### config.mk
export PLATFORM = sky130hd
export DESIGN_NAME = pl_sysref_gen
export DESIGN_NICKNAME = d
export VERILOG_FILES = /design/src/rtl/pl_sysref_gen.sv
export SDC_FILE = /design/constraint.sdc
export NUM_CORES = 1
export LEC_CHECK = 0
export CAP_MARGIN = 25
export CORE_MARGIN = 5
export CORE_UTILIZATION = 40
export CTS_CLUSTER_SIZE = 12
export DETAILED_ROUTE_END_ITERATION = 8
export PLACE_DENSITY = 0.61
export SLEW_MARGIN = 30
export SYNTH_ARGS = -nofsm -noshare
export SYNTH_HDL_FRONTEND = slang
export SYNTH_SLANG_ARGS = --single-unit
### constraint.sdc
create_clock -name pl_clk -period 4.8 [get_ports pl_clk]
set_clock_uncertainty 0.05 [all_clocks]
set_input_delay 1.2 -clock pl_clk [delete_from_list [all_inputs] [get_ports pl_clk]]
set_output_delay 1.2 -clock pl_clk [all_outputs]
set_load 0.005 [all_outputs]
### src/rtl/pl_sysref_gen.sv
// PL-sourced SYSREF pulse generator: burst or continuous pulse trains with a
// configurable period and high time, all logic on pl_clk.
module pl_sysref_gen #(
  parameter int unsigned PERIOD_W = 16,
  parameter int unsigned CNT_W    = 8
) (
  input  logic                pl_clk,
  input  logic                pl_resetn,
  input  logic                enable,
  input  logic                start,
  input  logic                stop,
  input  logic                mode_cont,
  input  logic [PERIOD_W-1:0] period,
  input  logic [PERIOD_W-1:0] high_cycles,
  input  logic [CNT_W-1:0]    pulse_count,
  output logic                sysref_out,
  output logic                busy,
  output logic                done,
  output logic                cfg_err,
  output logic [CNT_W-1:0]    pulses_sent
);

  typedef enum logic [1:0] {IDLE, HIGH, LOW} state_t;

  state_t              state, state_nx;
  logic [PERIOD_W-1:0] ph, ph_nx;
  logic [PERIOD_W-1:0] per_q, per_nx, hi_q, hi_nx;
  logic [CNT_W-1:0]    cnt_q, cnt_nx, sent_nx;
  logic                cont_q, cont_nx;
  logic                pend, pend_nx;
  logic                done_nx, err_nx;
  logic                cfg_ok, high_end, low_end, burst_end;

  assign cfg_ok = (period >= PERIOD_W'(2)) && (high_cycles != '0) &&
                  (high_cycles < period) && (mode_cont || (pulse_count != '0));
  assign high_end  = (ph == hi_q - PERIOD_W'(1));
  assign low_end   = (ph == per_q - PERIOD_W'(1));
  assign burst_end = !cont_q && (pulses_sent == cnt_q);

  // Next-state, phase counter and pulse bookkeeping
  always_comb begin
    state_nx = state;
    ph_nx    = ph;
    per_nx   = per_q;
    hi_nx    = hi_q;
    cnt_nx   = cnt_q;
    cont_nx  = cont_q;
    sent_nx  = pulses_sent;
    pend_nx  = pend;
    done_nx  = 1'b0;
    err_nx   = 1'b0;
    if (!enable) begin
      state_nx = IDLE;
      pend_nx  = 1'b0;
    end else begin
      case (state)
        IDLE: begin
          if (start) begin
            if (cfg_ok) begin
              per_nx   = period;
              hi_nx    = high_cycles;
              cnt_nx   = pulse_count;
              cont_nx  = mode_cont;
              ph_nx    = '0;
              sent_nx  = CNT_W'(1);
              pend_nx  = 1'b0;
              state_nx = HIGH;
            end else begin
              err_nx = 1'b1;
            end
          end
        end
        HIGH: begin
          if (stop) pend_nx = 1'b1;
          ph_nx = ph + PERIOD_W'(1);
          if (high_end) state_nx = LOW;
        end
        LOW: begin
          if (stop) pend_nx = 1'b1;
          if (low_end) begin
            ph_nx = '0;
            // A stop arriving on the final gap cycle still ends cleanly here
            if (burst_end || pend || stop) begin
              state_nx = IDLE;
              done_nx  = 1'b1;
              pend_nx  = 1'b0;
            end else begin
              state_nx = HIGH;
              if (pulses_sent != '1) sent_nx = pulses_sent + CNT_W'(1);
            end
          end else begin
            ph_nx = ph + PERIOD_W'(1);
          end
        end
        default: state_nx = IDLE;
      endcase
    end
  end

  always_ff @(posedge pl_clk or negedge pl_resetn) begin
    if (!pl_resetn) begin
      state       <= IDLE;
      ph          <= '0;
      per_q       <= '0;
      hi_q        <= '0;
      cnt_q       <= '0;
      cont_q      <= 1'b0;
      pend        <= 1'b0;
      pulses_sent <= '0;
      sysref_out  <= 1'b0;
      busy        <= 1'b0;
      done        <= 1'b0;
      cfg_err     <= 1'b0;
    end else begin
      state       <= state_nx;
      ph          <= ph_nx;
      per_q       <= per_nx;
      hi_q        <= hi_nx;
      cnt_q       <= cnt_nx;
      cont_q      <= cont_nx;
      pend        <= pend_nx;
      pulses_sent <= sent_nx;
      sysref_out  <= (state_nx == HIGH);
      busy        <= (state_nx != IDLE);
      done        <= done_nx;
      cfg_err     <= err_nx;
    end
  end

endmodule

Word level (Yosys, flattened, before mapping) --
Index checks and enable logic that the tools add are counted.
Operators by class: order comparisons 2, mux-type cells 32, $add $sub $neg 4, equality and inequality tests 15, bitwise operators 0, reduce and logical (&&, ||, !) cells 18, shift-type cells 0, div/mod/pow operators 0, multiply operators 0
Operators with widths (number):
- 2-to-1 mux 16 bit | 3
- one-hot mux 16 bit (3 select lines) | 1
- 2-to-1 mux 8 bit | 5
- equality test 16 bit | 2
- subtractor 16 x 1 -> 16 bit, second input constant | 2
- adder 16 x 1 -> 16 bit, second input constant | 1
- greater-or-equal comparator 16 x 2 -> 1 bit, second input constant | 1
- < comparator 16 bit | 1
- one-hot mux 8 bit (2 select lines) | 1
- nonzero test 16 bit | 1
- 2-to-1 mux 1 bit | 15
- 2-to-1 mux 2 bit | 5
- inequality test 2 bit, second input constant | 5
- adder 8 x 1 -> 8 bit, second input constant | 1
- equality test 8 bit | 1
- inequality test 8 bit, second input constant | 1
- AND reduction 4 bit | 2
- nonzero test 8 bit | 1
- AND reduction 7 bit | 1
- inequality test 3 bit, second input constant | 2
- one-hot mux 2 bit (3 select lines) | 1
- equality test 2 x 1 -> 1 bit, second input constant | 2
- logical AND 1 bit | 4
- inequality test 4 x 1 -> 1 bit, second input constant | 1
- 8 further kinds | 11
Storage, ports and cells: output and inout bits 12, bits in writable memories 0, bits in read-only memories 0, register bits 72, memories 0, logic and storage cells 83, latch bits 0

Depth between registers and ports, before layout --
Gate-level depths: netlist of run 1.
depth in word-level cells 9, mapped depth 11, depth with buffers taken out 10

Worst setup path before layout of run 1 --
No wires, ideal clock.
path kind in2reg, start point input port period[3], end point register cnt_q[7], buffers on the path 2, data required time 4.625 ns, cell stages on the path 10, data arrival time 3.271 ns, path slack 1.354 ns, cells stage by stage inv_1 ha_1 o21a_1 nor2_1 o311ai_0 a21oi_1 nand4_1 clkbuf_1 clkbuf_1 mux2_2
Between the ends: cells in the longest elaborated chain, start to end 5
RTL lines:
- start: declaration | RTL line 13 | input logic [PERIOD_W-1:0] period,
- greater-or-equal comparator 16 x 2 -> 1 bit | RTL line 34 | assign cfg_ok = (period >= PERIOD_W'(2)) && (high_cycles != '0) &&
- logical AND 1 bit | RTL line 34
- logical AND 1 bit * | RTL line 34
- logical AND 1 bit * | RTL line 35 | (high_cycles < period) && (mode_cont || (pulse_count != '0));
- AND reduction 4 bit (no line) *
- end signal: assignment | RTL line 119 | cnt_q <= cnt_nx;
- end: declaration | RTL line 28 | logic [CNT_W-1:0] cnt_q, cnt_nx, sent_nx;
Every way passes the cells marked *; elsewhere a longest branch is shown, timed or not. A chain may end at the register's enable or synchronous reset.

Worst setup path in the final report of run 1 --
start point register per_q[5], end point register pulses_sent[7]
Between the ends: cells in the longest elaborated chain, start to end 4
RTL lines:
- start: declaration | RTL line 27 | logic [PERIOD_W-1:0] per_q, per_nx, hi_q, hi_nx;
- start signal: assignment | RTL line 117 | per_q <= per_nx;
- subtractor 16 x 1 -> 16 bit | RTL line 37 | assign low_end = (ph == per_q - PERIOD_W'(1));
- equality test 16 bit | RTL line 37
- inequality test 2 bit (no line)
- AND reduction 7 bit (no line)
- end signal: assignment | RTL line 122 | pulses_sent <= sent_nx;
- end: declaration | RTL line 20 | output logic [CNT_W-1:0] pulses_sent
No other way between the ends.

==> flow_summary_export.csv, run 1 <==
group,metric,value,unit
global_routing,antenna_found_initial,0,
placed_design,place_congestion,0.885,
floorplan,die_x,121,um
clock_network,hold_buffers,0,
pwr,peakVddDrop,247,uV
sta,timing.final.ws_setup,956,ps
critical_path,reg2reg_depth,8,
global_routing,gr-max-usage-layer,"met2",
clock_network,clockRootBuffer,"clkbuf_16",
clock_network,cts_max_path_buffers,2,
sta,worst_slew_pin_slew,948,ps
finish,drive_above_1_share,9.66,%
pwr,power.internal,1.51,mW
clock_network,h-tree-depth,3,
critical_path,required,5010,ps
sta,max-slew-margin-rel,35.9,%
finish,nFillCells,1114,
pwr,p_leak,2.48,nW
placed_design,placed_area,5670,um^2
finish,area_growth,21.5,%
route,drc,0,
synthesis,syn_nets,608,
finish,layout_commonest_cell,"dfrtp_1",
critical_path,max_stage_delay,550,ps
route,antenna_left,0,
sta,fmax,260,MHz
floorplan,die_y,121,um
critical_path,r2r-end,"pulses_sent[7]",
sta,setup_viol,0,
finish,antenna_cells,0,
synthesis,synth.top_cells.by_area,"dfrtp_1, xnor2_1, mux2_2",
critical_path,crit_top_cell,"or4_1",
min_path,hp-class,"reg2reg",
global_routing,grt_first_pass_wirelength,21700,um
synthesis,synth-seq-cells,72,
route,drt_iter0_markers,309,
critical_path,start_kind,"flop",
synthesis,synth.distinct_cells,61,
synthesis,synth_area,4950,um^2
critical_path,path_max_fanout,10,
floorplan,floorplan.die_area,14700,um^2
clock_network,cts_setup_buffers,0,
pwr,seqPwrFrac,39.0,%
clock_network,clk_pin_slew_worst_paths,50,ps
min_path,holdPathStages,1,
critical_path,critical_path_arrival,4050,ps
finish,final_cell_area,6010,um^2
placed_design,io_buffers,57,
synthesis,ys_seq_area_share,36.4,%
finish,layout.nets,655,
critical_path,crit_path_cell_trace,"nor4_4, nand4_1, a2111o_1, or4_1, or4_4, o21a_4, or4_1, a21oi_1",
pwr,p_per_area,369,nW/um^2
sta,finalSetupTns,0,ps
synthesis,ys.flop_type,"dfrtp_1",
global_routing,use_met1,24.3,%
clock_network,cts_tree,"yes",
sta,fin_crit_sh,80.1,%
route,totalWireLength,13100,um
sta,hold_slack,477,ps
global_routing,grt.overflow.total,0,
route,routedWlPerCell,17.3,um
critical_path,r2r_slack,960,ps
critical_path,crit_family,"simple AND/OR/NAND/NOR gates",
pwr,switching_share,31.7,%
global_routing,grt_use_met2,30.1,%
pwr,p_switching,704,uW
min_path,holdPathEnd,"cnt_q[1]",
status,status,"finished clean",
global_routing,grt.total_usage,18.7,%
clock_network,cts_buffers,9,
critical_path,end_kind,"flop",
synthesis,ys.warnings.count,0,
min_path,worstHoldStart,"cnt_q[1]",
pwr,clkPwrFrac,34.0,%
critical_path,r2r-start,"per_q[5]",
pwr,pwr-share-comb,27.0,%
finish,final_cell_mix,"dfrtp_1, clkdlybuf4s50_1, o21ai_0",
critical_path,slowest_stage,"or4_4",
route,drt-vias-per-instance,5.64,
clock_network,cts_sinks,72,
sta,fin_crit,3840,ps
floorplan,core.rowCount,40,
synthesis,synth_edf_count,0,
floorplan,core-area,12100,um^2
job,maxCapViolations,0,
clock_network,cts_resized,0,
synthesis,ys_async_sr_fraction,100,%
synthesis,syn_avg_cell_area,9.18,um^2
sta,hold_viol_final,0,
global_routing,grt_max_degree,73,
critical_path,critPathKind,"reg2reg",
synthesis,synth_top_area_share,36.4,%
sta,rsz0062_at_grt,"no",
floorplan,pin_count,58,
placed_design,post-dp-hpwl,10200,um
route,vias,4272,
critical_path,cp_num_buf_inv,0,
global_routing,grt_pass1_vias,4419,
floorplan,start_util,41.0,%
placed_design,placed_cells,743,
placed_design,pre_cts_slack,437,ps
sta,slew_viol_final,0,
finish,final_cells,758,
synthesis,syn_inst,539,
global_routing,met3_usage,2.80,%
synthesis,synth_top_area_cell,"dfrtp_1",
route,first_pass_iters,4,
clock_network,clk_latency,340,ps
critical_path,startpoint,"per_q[5]",
-- worst reg2reg max path, cell delays in order (launching register included) --
cell and delay [ps]:
dfrtp_1 490, nor4_4 510, nand4_1 240, a2111o_1 490, or4_1 530, or4_4 550
o21a_4 280, or4_1 470, a21oi_1 160
-- worst max path at each step --
stage,cells past startpoint,to
floorplan,10,cnt_q[7]
CTS,10,ph[0]
detailed placement,10,ph[0]
global route,9,ph[15]
global placement,10,ph[0]
finish,8,pulses_sent[7]
-- flip-flops by register name (all words and copies together), names as in the netlist --
| signal | count |
|---|---|
| per_q | 16 |
| hi_q | 16 |
| busy | 1 |
| ph | 16 |
| cfg_err | 1 |
| pend | 1 |
| done | 1 |
| state | 2 |
| pulses_sent | 8 |
| sysref_out | 1 |
| cnt_q | 8 |
| cont_q | 1 |
-- cells in the mapped netlist, types with 7 or more instances --
cell type  count
a21oi_1       13
a22o_1        15
a31oi_1        7
and3_1        13
clkbuf_1      24
dfrtp_1       72
ha_1          23
inv_1         26
mux2_2        28
nand2_1       40
nand3_1       17
nand4_1       15
nor2_1        23
nor2b_1       12
nor3_1        19
nor4_1        18
o21ai_0       42
xnor2_1       37
xor2_1        16
-- cells by family (layout without fill, tap and decap cells) --
logic type / count (synthesis) / in the layout / share of synthesized area [%]
multiplexers: 29 / 29 / 6.57
adder cells (fa/ha/maj): 23 / 23 / 5.81
AND/OR/NAND/NOR: 196 / 196 / 22.1
buffers and inverters: 52 / 103 / 4.12
flip-flops: 72 / 72 / 36.4
AO/OA/AOI/OAI: 114 / 114 / 15.6
XOR/XNOR: 53 / 53 / 9.38
-- power groups by stage --
stage	clock network, mW	logic [mW]	registers (mW)
after global routing	0.797	0.669	0.884
after detailed placement	0	0.595	0.874
final	0.755	0.599	0.865
after floorplan	0	0.464	0.804
after global placement	0	0.578	0.869
after CTS	0.769	0.599	0.863
-- layer usage --
layer,vias to the layer above,routed length [um]
li1,2079,-
met1,2048,5990
met2,115,6150
met3,30,545
met4,0,425
met5,-,0
-- through the flow --
| step | util [%] | total power [mW] |
|---|---|---|
| floorplan | - | 1.27 |
| global placement | 47.0 | 1.45 |
| detailed placement | 47.0 | 1.47 |
| CTS | 49.8 | 2.23 |
| global route | 49.9 | 2.35 |
| finish | 49.9 | 2.22 |
-- final cells by class --
type / count / area, um^2 / area share (%)
inverter: 26 / 97.6 / 1.62
sequential: 72 / 1800 / 30.0
clock buffer: 10 / 229 / 3.81
multi-input combinational: 415 / 2950 / 49.0
timing repair buffer: 62 / 622 / 10.3
clock inverter: 5 / 106 / 1.77
tap: 168 / 210 / 3.50
Note: power is estimated with default switching activity, not from simulation.
==> run 2: changes to the inputs <==
==> constraint.sdc (replaced) <==
create_clock -name pl_clk -period 4 [get_ports pl_clk]
set_clock_uncertainty 0.05 [all_clocks]
set_input_delay 1 -clock pl_clk [delete_from_list [all_inputs] [get_ports pl_clk]]
set_output_delay 1 -clock pl_clk [all_outputs]
set_load 0.005 [all_outputs]
==> run 2 against run 1 <==
Net effect:
- sequential power rose by 19%
- hold slack improved by 1.2 ps
- final area increased by 0.12%
- setup slack lost 670 ps
- sequential cell count did not move
- total power increased by 17%
- die area unchanged
- global-route usage down 0.31 points
- routed wire length grew 0.69%
- cell count increased by 0.92%
- maximum frequency rose by 3.5%
- critical path type unchanged
- highest routed layer unchanged
==> flow_summary_export.csv, run 2 (synthesis results as in run 1) <==
group,metric,value,unit
status,status,"finished clean",
global_routing,grt.overflow.total,0,
placed_design,io_buffers,57,
global_routing,grt_use_met2,28.6,%
floorplan,start_util,41.0,%
critical_path,critical_path_arrival,3920,ps
min_path,holdPathEnd,"cnt_q[1]",
sta,worst_slew_pin_slew,786,ps
sta,finalSetupTns,0,ps
finish,reg.largest.list,"hi_q x16, per_q x16, ph x16",
clock_network,cts_tree,"yes",
placed_design,post-dp-hpwl,10200,um
global_routing,grt_pass1_vias,4210,
sta,rsz0062_at_grt,"no",
finish,drive_above_1_share,10.4,%
min_path,holdPathStages,1,
sta,hold_viol_final,0,
clock_network,clk_latency,340,ps
placed_design,place_congestion,0.946,
route,drc,0,
route,totalWireLength,13200,um
clock_network,cts_buffers,9,
critical_path,end_kind,"flop",
route,drt-vias-per-instance,5.71,
clock_network,cts_resized,0,
pwr,p_per_area,431,nW/um^2
finish,antenna_cells,0,
finish,nFillCells,1143,
sta,fmax,269,MHz
critical_path,reg2reg_depth,10,
min_path,hp-class,"reg2reg",
critical_path,r2r_slack,290,ps
clock_network,cts_setup_buffers,0,
finish,multiInputGateArea,2940,um^2
global_routing,met3_usage,2.84,%
global_routing,grt.total_usage,18.3,%
route,first_pass_iters,5,
floorplan,die_x,121,um
floorplan,floorplan.die_area,14700,um^2
pwr,p_leak,2.50,nW
global_routing,use_met1,25.9,%
sta,setup_viol,0,
sta,fin_crit_sh,92.8,%
pwr,peakVddDrop,198,uV
min_path,worstHoldStart,"cnt_q[1]",
critical_path,required,4210,ps
finish,layout_commonest_cell,"dfrtp_1",
floorplan,pin_count,58,
floorplan,core.rowCount,40,
finish,utilization,49.9,%
global_routing,grt_first_pass_wirelength,21300,um
route,vias,4368,
clock_network,hold_buffers,0,
floorplan,core-area,12100,um^2
critical_path,r2r-end,"pulses_sent[3]",
finish,layout.nets,661,
critical_path,r2r-start,"per_q[0]",
job,maxCapViolations,0,
route,antenna_left,0,
finish,final_cell_mix,"dfrtp_1, clkdlybuf4s50_1, o21ai_0",
finish,seqCellArea,1800,um^2
critical_path,path_max_fanout,10,
clock_network,clockRootBuffer,"clkbuf_16",
critical_path,critPathKind,"reg2reg",
route,routedWlPerCell,17.3,um
sta,max-slew-margin-rel,46.9,%
sta,slew_viol_final,0,
finish,area_growth,21.6,%
global_routing,grt_max_degree,73,
clock_network,cts_sinks,72,
critical_path,start_kind,"flop",
pwr,power,2.60,mW
global_routing,gr-max-usage-layer,"met2",
route,drt_iter0_markers,328,
clock_network,h-tree-depth,3,
clock_network,clk_pin_slew_worst_paths,60,ps
global_routing,antenna_found_initial,0,
sta,fin_crit,3710,ps
floorplan,die_y,121,um
clock_network,cts_max_path_buffers,2,
-- run 2: area by class of cell --
class	instances	share of cell area, %
Multi-Input combinational cell	415	48.9
Inverter	26	1.62
Clock buffer	12	4.09
Tap cell	168	3.49
Clock inverter	4	0.894
Sequential cell	72	29.9
Timing Repair Buffer	68	11.1
-- run 2: where the power goes --
part           internal, mW  leakage, nW  switching [mW]
clock                 0.501        0.139           0.313
combinational         0.374         1.44           0.378
sequential            0.852        0.920           0.179
-- run 2: worst max-delay path by stage --
| stage | from | to | slack [ps] | depth (start not counted) |
|---|---|---|---|---|
| 6_report | per_q[0] | pulses_sent[3] | 290 | 10 |
| 4_1_cts | per_q[7] | pulses_sent[3] | 320 | 8 |
| 3_5_place_dp | period[1] | pulses_sent[3] | -20 | 10 |
| 2_1_floorplan | per_q[5] | ph[10] | 580 | 10 |
| 3_3_place_gp | period[1] | pulses_sent[5] | 50 | 11 |
| 5_1_grt | per_q[0] | ph[3] | 90 | 11 |
-- run 2: routing by layer --
metal / part of all wire [%] / up-vias / wire length, um
li1: - / 2097 / -
met1: 47 / 2094 / 6200
met2: 46 / 155 / 6050
met3: 5.0 / 22 / 660
met4: 2.2 / 0 / 295
met5: 0 / - / 0
-- run 2: metrics by stage --
step	cell area, um^2	worst slack [ps]	hold WS, ps	cells
after global routing	6020	90.9	499	765
final	6020	288	478	765
after detailed placement	5720	-16.1	468	749
after CTS	6020	321	481	765
after floorplan	4950	583	420	539
after global placement	5720	54.5	461	749
-- run 2: critical path, cell delays in order (launching register included) --
cell and delay, ps:
dfrtp_1 470, inv_1 90, ha_1 250, nor4b_1 670, nand4_1 210, xnor2_1 180
or3_1 320, or4_4 480, o21a_4 280, or4_1 470, a21oi_1 160
